`src/rtl/mem_port_arbiter_if.sv`:
```
// Bundle of both requester ports and the RAM-side mv/moc handshake.
// slave = arbiter side, master = requesters plus RAM model.
interface mem_port_arbiter_if #(
  parameter int ADDR_W = 8,
  parameter int DATA_W = 64
);
  logic              req0, req1;
  logic              rw0, rw1;
  logic [ADDR_W-1:0] addr0, addr1;
  logic [1:0]        type0, type1;
  logic [DATA_W-1:0] wdata0, wdata1;
  logic              ack0, ack1;
  logic              err;
  logic [DATA_W-1:0] rdata;
  logic              mem_mv;
  logic              mem_rw;
  logic [ADDR_W-1:0] mem_addr;
  logic [1:0]        mem_type;
  logic [DATA_W-1:0] mem_din;
  logic [DATA_W-1:0] mem_dout;
  logic              mem_moc;

  modport slave (
    input  req0, req1, rw0, rw1, addr0, addr1, type0, type1, wdata0, wdata1,
    output ack0, ack1, err, rdata,
    output mem_mv, mem_rw, mem_addr, mem_type, mem_din,
    input  mem_dout, mem_moc
  );

  modport master (
    output req0, req1, rw0, rw1, addr0, addr1, type0, type1, wdata0, wdata1,
    input  ack0, ack1, err, rdata,
    input  mem_mv, mem_rw, mem_addr, mem_type, mem_din,
    output mem_dout, mem_moc
  );
endinterface

```
`src/rtl/mem_port_arbiter.sv`:
```
// Round-robin two-port arbiter sequencing one RAM access at a time over the
// mv/moc handshake, with alignment check, timeout and size zero-extension.
module mem_port_arbiter #(
  parameter int TIMEOUT = 16,
  parameter int ADDR_W  = 8,
  parameter int DATA_W  = 64
) (
  input logic               clk,
  input logic               rst_n,
  mem_port_arbiter_if.slave bus
);
  localparam int CW = $clog2(TIMEOUT);

  typedef enum logic [1:0] {IDLE, ISSUE, WAIT, RESP} state_t;

  typedef struct packed {
    logic              rw;
    logic [1:0]        typ;
    logic [ADDR_W-1:0] addr;
    logic [DATA_W-1:0] wdata;
  } req_t;

  typedef struct packed {
    logic              mv;
    logic              rw;
    logic [1:0]        typ;
    logic [ADDR_W-1:0] addr;
    logic [DATA_W-1:0] din;
  } mem_t;

  typedef struct packed {
    logic [1:0]        ack;
    logic              err;
    logic [DATA_W-1:0] rdata;
  } rsp_t;

  state_t          state, nxt;
  logic [1:0]      req;
  req_t [1:0]      rq;
  logic            gsel, port, port_d, last_grant, last_d;
  logic [CW-1:0]   cnt, cnt_d;
  mem_t            mem, mem_d;
  rsp_t            rsp, rsp_d;

  assign req   = {bus.req1, bus.req0};
  assign rq[0] = '{rw: bus.rw0, typ: bus.type0, addr: bus.addr0, wdata: bus.wdata0};
  assign rq[1] = '{rw: bus.rw1, typ: bus.type1, addr: bus.addr1, wdata: bus.wdata1};

  function automatic logic misaligned(input logic [1:0] t, input logic [2:0] a);
    case (t)
      2'b01:   misaligned = a[0];
      2'b10:   misaligned = |a[1:0];
      2'b11:   misaligned = |a[2:0];
      default: misaligned = 1'b0;
    endcase
  endfunction

  function automatic logic [DATA_W-1:0] zext(input logic [1:0] t, input logic [DATA_W-1:0] d);
    case (t)
      2'b00:   zext = DATA_W'(d[7:0]);
      2'b01:   zext = DATA_W'(d[15:0]);
      2'b10:   zext = DATA_W'(d[31:0]);
      default: zext = d;
    endcase
  endfunction

  always_comb begin
    nxt       = state;
    port_d    = port;
    last_d    = last_grant;
    cnt_d     = cnt;
    mem_d     = mem;
    rsp_d     = rsp;
    rsp_d.ack = '0;
    gsel      = (req == 2'b11) ? ~last_grant : req[1];
    case (state)
      IDLE: begin
        // A still-asserted moc belongs to the previous access; hold off.
        if (!bus.mem_moc && (|req)) begin
          port_d = gsel;
          if (misaligned(rq[gsel].typ, rq[gsel].addr[2:0])) begin
            nxt            = RESP;
            rsp_d.err      = 1'b1;
            rsp_d.rdata    = '0;
            rsp_d.ack[gsel] = 1'b1;
          end else begin
            // RAM registers load here so they are already valid in ISSUE.
            nxt   = ISSUE;
            mem_d = '{mv: 1'b1, rw: rq[gsel].rw, typ: rq[gsel].typ,
                      addr: rq[gsel].addr, din: rq[gsel].wdata};
            cnt_d = '0;
          end
        end
      end
      ISSUE: nxt = WAIT;
      WAIT: begin
        if (bus.mem_moc) begin
          nxt             = RESP;
          mem_d.mv        = 1'b0;
          rsp_d.err       = 1'b0;
          rsp_d.rdata     = mem.rw ? zext(mem.typ, bus.mem_dout) : '0;
          rsp_d.ack[port] = 1'b1;
        end else if (cnt == CW'(TIMEOUT - 1)) begin
          nxt             = RESP;
          mem_d.mv        = 1'b0;
          rsp_d.err       = 1'b1;
          rsp_d.rdata     = '0;
          rsp_d.ack[port] = 1'b1;
        end else begin
          cnt_d = cnt + 1'b1;
        end
      end
      RESP: begin
        last_d = port;
        nxt    = IDLE;
      end
      default: nxt = IDLE;
    endcase
  end

  always_ff @(posedge clk) begin
    if (!rst_n) begin
      state      <= IDLE;
      port       <= 1'b0;
      last_grant <= 1'b1;
      cnt        <= '0;
      mem        <= '0;
      rsp        <= '0;
    end else begin
      state      <= nxt;
      port       <= port_d;
      last_grant <= last_d;
      cnt        <= cnt_d;
      mem        <= mem_d;
      rsp        <= rsp_d;
    end
  end

  assign bus.mem_mv   = mem.mv;
  assign bus.mem_rw   = mem.rw;
  assign bus.mem_type = mem.typ;
  assign bus.mem_addr = mem.addr;
  assign bus.mem_din  = mem.din;
  assign bus.ack0     = rsp.ack[0];
  assign bus.ack1     = rsp.ack[1];
  assign bus.err      = rsp.err;
  assign bus.rdata    = rsp.rdata;

  a_one_ack: assert property (@(posedge clk) disable iff (!rst_n) !(rsp.ack[0] && rsp.ack[1]));
  a_wait_mv: assert property (@(posedge clk) disable iff (!rst_n) (state == WAIT) |-> mem.mv);
endmodule

```
`src/flat_wrapper.sv`:
```
// flat-port wrapper written by rule: the top's interface ports become plain ports
module mem_port_arbiter_flat 
#(
  parameter int TIMEOUT = 16,
  parameter int ADDR_W  = 8,
  parameter int DATA_W  = 64
)
  (clk, rst_n, bus_req0, bus_req1, bus_rw0, bus_rw1, bus_addr0, bus_addr1, bus_type0, bus_type1, bus_wdata0, bus_wdata1, bus_ack0, bus_ack1, bus_err, bus_rdata, bus_mem_mv, bus_mem_rw, bus_mem_addr, bus_mem_type, bus_mem_din, bus_mem_dout, bus_mem_moc);
  mem_port_arbiter_if #(.ADDR_W(ADDR_W), .DATA_W(DATA_W)) bus_i ();
  input logic clk;
  input logic rst_n;
  input wire logic [$bits(bus_i.req0)-1:0] bus_req0;
  input wire logic [$bits(bus_i.req1)-1:0] bus_req1;
  input wire logic [$bits(bus_i.rw0)-1:0] bus_rw0;
  input wire logic [$bits(bus_i.rw1)-1:0] bus_rw1;
  input wire logic [$bits(bus_i.addr0)-1:0] bus_addr0;
  input wire logic [$bits(bus_i.addr1)-1:0] bus_addr1;
  input wire logic [$bits(bus_i.type0)-1:0] bus_type0;
  input wire logic [$bits(bus_i.type1)-1:0] bus_type1;
  input wire logic [$bits(bus_i.wdata0)-1:0] bus_wdata0;
  input wire logic [$bits(bus_i.wdata1)-1:0] bus_wdata1;
  output wire logic [$bits(bus_i.ack0)-1:0] bus_ack0;
  output wire logic [$bits(bus_i.ack1)-1:0] bus_ack1;
  output wire logic [$bits(bus_i.err)-1:0] bus_err;
  output wire logic [$bits(bus_i.rdata)-1:0] bus_rdata;
  output wire logic [$bits(bus_i.mem_mv)-1:0] bus_mem_mv;
  output wire logic [$bits(bus_i.mem_rw)-1:0] bus_mem_rw;
  output wire logic [$bits(bus_i.mem_addr)-1:0] bus_mem_addr;
  output wire logic [$bits(bus_i.mem_type)-1:0] bus_mem_type;
  output wire logic [$bits(bus_i.mem_din)-1:0] bus_mem_din;
  input wire logic [$bits(bus_i.mem_dout)-1:0] bus_mem_dout;
  input wire logic [$bits(bus_i.mem_moc)-1:0] bus_mem_moc;
  assign bus_i.req0 = bus_req0;
  assign bus_i.req1 = bus_req1;
  assign bus_i.rw0 = bus_rw0;
  assign bus_i.rw1 = bus_rw1;
  assign bus_i.addr0 = bus_addr0;
  assign bus_i.addr1 = bus_addr1;
  assign bus_i.type0 = bus_type0;
  assign bus_i.type1 = bus_type1;
  assign bus_i.wdata0 = bus_wdata0;
  assign bus_i.wdata1 = bus_wdata1;
  assign bus_ack0 = bus_i.ack0;
  assign bus_ack1 = bus_i.ack1;
  assign bus_err = bus_i.err;
  assign bus_rdata = bus_i.rdata;
  assign bus_mem_mv = bus_i.mem_mv;
  assign bus_mem_rw = bus_i.mem_rw;
  assign bus_mem_addr = bus_i.mem_addr;
  assign bus_mem_type = bus_i.mem_type;
  assign bus_mem_din = bus_i.mem_din;
  assign bus_i.mem_dout = bus_mem_dout;
  assign bus_i.mem_moc = bus_mem_moc;
  mem_port_arbiter #(.TIMEOUT(TIMEOUT), .ADDR_W(ADDR_W), .DATA_W(DATA_W)) u_core (.clk(clk), .rst_n(rst_n), .bus(bus_i));
endmodule
```
`config.mk`:
```
export PLATFORM = sky130hd
export DESIGN_NAME = mem_port_arbiter_flat
export DESIGN_NICKNAME = d
export VERILOG_FILES = /design/src/rtl/mem_port_arbiter_if.sv /design/src/rtl/mem_port_arbiter.sv /design/src/flat_wrapper.sv
export SDC_FILE = /design/constraint.sdc
export NUM_CORES = 1
export LEC_CHECK = 0
export ABC_AREA = 1
export CORE_MARGIN = 3
export CORE_UTILIZATION = 36
export CTS_CLUSTER_DIAMETER = 100
export DETAILED_ROUTE_END_ITERATION = 8
export PLACE_DENSITY = 0.77
export SLEW_MARGIN = 10
export SYNTH_ARGS = -nofsm -noshare
export SYNTH_HDL_FRONTEND = slang
export SYNTH_SLANG_ARGS = --single-unit
```
`constraint.sdc`:
```
create_clock -name clk -period 1.9 [get_ports clk]
set_input_delay 0.57 -clock clk [delete_from_list [all_inputs] [get_ports clk]]
set_output_delay 0.57 -clock clk [all_outputs]
set_load 0.02 [all_outputs]
```
# Yosys cells after proc, flatten, opt, wreduce, memory -nomap -nowiden
# Index checks and enable logic that the tools add are counted.
# classes
n_eq_ne	16
n_reduce_logical	16
n_addsub	1
magnitude_cmp	4
n_bitwise	2
n_mux	32
# op_table
cell	count
67-bit two-way mux	4
64-bit case mux with 3 select lines	1
76-bit two-way mux	2
75-bit two-way mux	2
67-bit case mux with 2 select lines	1
64-bit two-way mux	1
4-bit two-way mux	4
2-bit equality test (second input constant)	6
2-bit two-way mux	4
2-bit case mux with 4 select lines	1
4-bit case mux with 2 select lines	1
4-bit AND reduction	2
1-bit two-way mux	7
2-bit by 1-bit equality test with 1-bit output (second input constant)	3
2-bit inequality test (second input constant)	3
5-bit AND reduction	1
4-bit by 1-bit adder with 4-bit output (second input constant)	1
4-bit equality test (second input constant)	1
2-bit logical NOT	2
1-bit by 2-bit < comparator with 1-bit output (second input constant)	2
2-bit by 1-bit inequality test with 1-bit output (second input constant)	2
2-bit AND reduction	2
2-bit OR reduction	2
1-bit logical AND	3
other kinds (10)	13
# word_totals
register_bits	151
inputBits	219

# Logic depth before layout (Yosys ltp)
# depth
word_depth	11
ltp_mapped	13
ltp_nobuf	12

# Worst setup path before layout
# OpenSTA, ideal clock, no wires.
# synth_timing
path_kind	in2reg
startpoint	in bus_req0
endpoint	reg u_core.rsp (netlist bit u_core.bus.rdata[49])
setup_time_ns	0.115
path_buffers	3
stages	11
t_required_ns	1.785
arrival_time_ns	1.779
setup_slack_ns	0.006
path_cell_list	nand2_1 nand2_2 buf_6 o21ai_2 nand2_2 nand2_2 nand2_2 buf_4 buf_4 a21oi_1 nor2_1
# synth_between
elab_chain_cells	10
elab_cells_between_ends	17
# synth_rtl
item	line	rtl
from (decl)	flat_wrapper.sv:12	input wire logic [$bits(bus_i.req0)-1:0] bus_req0;
2-bit equality test	mem_port_arbiter.sv:75	gsel = (req == 2'b11) ? ~last_grant : req[1];
1-bit two-way mux	mem_port_arbiter.sv:75	
75-bit two-way mux (implied by the code)	mem_port_arbiter.sv:81	if (misaligned(rq[gsel].typ, rq[gsel].addr[2:0])) begin
75-bit two-way mux	--	
2-bit equality test, or another cell as far along	mem_port_arbiter.sv:50	case (t)
1-bit case mux with 3 select lines	mem_port_arbiter.sv:50	
1-bit two-way mux	mem_port_arbiter.sv:79	if (!bus.mem_moc && (|req)) begin
1-bit two-way mux	mem_port_arbiter.sv:76	case (state)
2-bit by 1-bit inequality test with 1-bit output (no line)	--	
4-bit AND reduction (no line) (*)	--	
to (signal assigned)	mem_port_arbiter.sv:135	rsp <= rsp_d;
to (decl)	mem_port_arbiter.sv:43	rsp_t rsp, rsp_d;
# Every way passes the cells marked *; elsewhere a longest branch is shown, timed or not. The select of a mux whose other input is x is not followed.
# A chain may end at the register's enable or synchronous reset.

# Final worst setup path
# layout_timing
startpoint	in bus_req1
endpoint	reg u_core.rsp (netlist bit u_core.bus.rdata[50])
# layout_between
elab_chain_cells	10
elab_cells_between_ends	17
# layout_rtl
item	line	rtl
from (decl)	flat_wrapper.sv:13	input wire logic [$bits(bus_i.req1)-1:0] bus_req1;
2-bit equality test	mem_port_arbiter.sv:75	
1-bit two-way mux	mem_port_arbiter.sv:75	
75-bit two-way mux (implied by the code)	mem_port_arbiter.sv:81	
75-bit two-way mux	--	
2-bit equality test, or another cell as far along	mem_port_arbiter.sv:50	
1-bit case mux with 3 select lines	mem_port_arbiter.sv:50	
1-bit two-way mux	mem_port_arbiter.sv:79	
1-bit two-way mux	mem_port_arbiter.sv:76	
2-bit by 1-bit inequality test with 1-bit output (no line)	--	
4-bit AND reduction (no line) (*)	--	
# Marked as above.

==> run_results.csv <==
group,metric,value,unit
floorplanning,die_x,146,um
run,max_cap_viol_count,0,
setup_path,crit_top_cell,"nor2_1",
clocking,cts_sinks,151,
floorplanning,dieArea,0.0214,mm2
setup_path,crit_chain,"dlygate4sd2_1 -> buf_4 -> nand3_1 -> nand2_1 -> nor2_1 -> nand2_2 -> nand2_4 -> buf_6 -> nand2_8 -> clkbuf_16 -> a21oi_1 -> nor2_1",
floorplanning,core_area,0.0190,mm2
clocking,cts_tree,"built",
final_layout,fin_nets,1691,
yosys,synth.yosys.seq_area_share,42.7,%
drt,drc,0,
clocking,htreeDepth,4,
place,dp_hpwl,19000,um
timing,rsz0062_at_grt,"yes",
yosys,synth_cell_types,25,
yosys,synth_area,0.00708,mm2
yosys,synthCells,1098,
timing,worstMarginPinSlew,0.435,ns
drt,first_pass_iters,6,
clocking,clk_pin_slew,0.06,ns
pwr,leakage,5.71,nW
drt,wl_per_cell,15.2,um
clocking,clock_path_buffers,2,
timing,period_needed,1.86,ns
setup_path,criticalPathCategory,"in -> reg",
setup_path,path_max_fanout,13,
timing,whs,0.461,ns
yosys,synth_nets,1321,
timing,final_hold_viol_count,0,
timing,fmax,536,MHz
grt,grt-ovfl-total,0,
setup_path,cp_slowest_stage_delay,0.27,ns
place,pre_cts_slack,-0.640,ns
final_layout,mostFrequentLayoutCells,"370 x nand2_1, 219 x nor2_1, 214 x clkdlybuf4s50_1",
drt,met2_length,12900,um
setup_path,endpoint_kind,"flop",
floorplanning,start_util,37.2,%
grt,antenna_found_initial,1,
clocking,clk_latency,0.42,ns
place,port_buffers,361,
floorplanning,num_rows,50,
drt,wl_met3,2520,um
place,gp_congestion,0.903,
final_layout,area_growth,70.1,%
drt,top_layer_used,"met4",
drt,m1WireLength,10400,um
grt,grt_usage,23.3,%
setup_path,start_kind,"input pin",
final_layout,drive_gt1_share,9.13,%
yosys,yosysWarnings,0,
final_layout,layout_commonest_cell,"nand2_1",
timing,final_max_slew_viol_count,0,
timing,slew_headroom,71.0,%
drt,drtIter0Drc,354,
yosys,synth.avg_cell_area,6.45,um2
outcome,status,"finished, final reports clean",
drt,vias,8369,
setup_path,critPathSlowestCell,"dlygate4sd2_1",
timing,finalCritPeriodShare,98.2,%
drt,wl,26400,um
drt,routed_via_density,4.81,
floorplanning,die_y,146,um
drt,ant_nets,0,
timing,finalClockSkew,0.0118,ns
timing,fin_ws,0.0350,ns
yosys,ys_ff_latch,151,
grt,grt_pass1_vias,7624,
grt,grt_max_degree,77,
floorplanning,ios,362,
timing,setup_viol,0,
grt,grt_pass1_wl,40300,um
pwr,power.total,18.1,mW
setup_path,cp.arrival,2.17,ns
clocking,cts_hold_buf,0,
setup_path,required,2.20,ns
pwr,power.density,1500,mW/mm2
worst_hold_path,hp-class,"reg -> reg",
clocking,ctsRootBufferMaster,"clkbuf_16",
clocking,cts_buffers,17,
pwr,vdd_drop_max,0.000644,V
cell families (layout without fill, tap and decap cells):
group / after synthesis / in the layout / share of synthesized area, %
adders and majority gates: 4 / 4 / 0.707
xor gates and xnor gates: 1 / 1 / 0.124
other: 0 / 1 / 0
AOI/OAI and AO/OA: 157 / 157 / 11.2
buffers and inverters: 98 / 478 / 7.12
and+or+nand+nor: 687 / 688 / 38.2
DFF: 151 / 151 / 42.7
layer usage:
metal | vias to the layer above | track usage (%)
met5 | - | 0
met4 | 0 | 8.00
met3 | 43 | 7.20
met2 | 361 | 39.8
met1 | 3741 | 27.8
li1 | 4224 | -
Yosys cell counts (all sizes together):
cell type / instances / share of area [%]
nor3: 1 / 0.071
dfxtp: 151 / 43
a21oi: 78 / 5.5
inv: 18 / 0.95
ha: 4 / 0.71
xor2: 1 / 0.12
nor2: 226 / 12
o21ai: 78 / 5.6
or2: 1 / 0.088
nor3b: 1 / 0.11
buf: 45 / 4.3
clkinv: 1 / 0.053
nand2: 378 / 20
nand4: 2 / 0.18
clkbuf: 34 / 1.8
o21a: 1 / 0.11
nand3: 78 / 5.5
flip-flops by register name, summed over array words and instances, names as in the netlist:
name	cells
u_core.bus.ack0	1
u_core.bus.ack1	1
u_core.bus.err	1
u_core.bus.mem_addr	8
u_core.bus.mem_din	64
u_core.bus.mem_mv	1
u_core.bus.mem_rw	1
u_core.bus.mem_type	2
u_core.bus.rdata	64
u_core.cnt	4
u_core.last_grant	1
u_core.port	1
u_core.state	2
cell type report:
type                       count  area, um2
fill                        1755       6980
antenna                        1       2.50
clock buffer                  18        429
clock inverter                12        203
inverter                      19       78.8
sequential                   151       3020
tap                          260        325
multi-input combinational    850       3700
timing repair buffer         429       4280
power breakdown:
part | internal [mW] | switching (mW)
logic | 4.18 | 5.43
registers | 4.27 | 0.562
clock network | 2.32 | 1.34
total | 10.8 | 7.33
final timing paths:
| path | depth (start not counted) | slack, ns | from | endpoint |
|---|---|---|---|---|
| worst max-delay path | 12 | 0.04 | bus_req1 | u_core.bus.rdata[50] |
| worst min-delay path | 2 | 0.46 | u_core.bus.mem_mv | u_core.bus.mem_mv |
| worst max register to register | 12 | 0.08 | u_core.last_grant | u_core.bus.rdata[50] |
| worst min register to register | 2 | 0.46 | u_core.bus.mem_mv | u_core.bus.mem_mv |
stage by stage:
step | std cells | setup TNS (ns) | cell area, um2 | utilization, %
floorplan | 1098 | 0 | 7080 | -
global placement | 1696 | -79.79 | 11200 | 59.1
detailed placement | 1696 | -87.21 | 11200 | 59.1
CTS | 1736 | 0 | 11900 | 62.5
global route | 1740 | -0.0769 | 12000 | 63.3
finish | 1740 | 0 | 12000 | 63.3
worst max-delay path: cells and delay by family:
| family | cells | cell delay [ns] |
|---|---|---|
| buffers and inverters | 4 | 0.78 |
| AOI/OAI and AO/OA | 1 | 0.13 |
| and+or+nand+nor | 7 | 0.68 |
repair_timing:
action,in CTS,in global routing
cloned,3,2
pin swaps,3,3
setup endpoints to repair,288,68
gates resized for setup,158,34
buffers inserted,7,1
(Power assumes the default switching activity.)
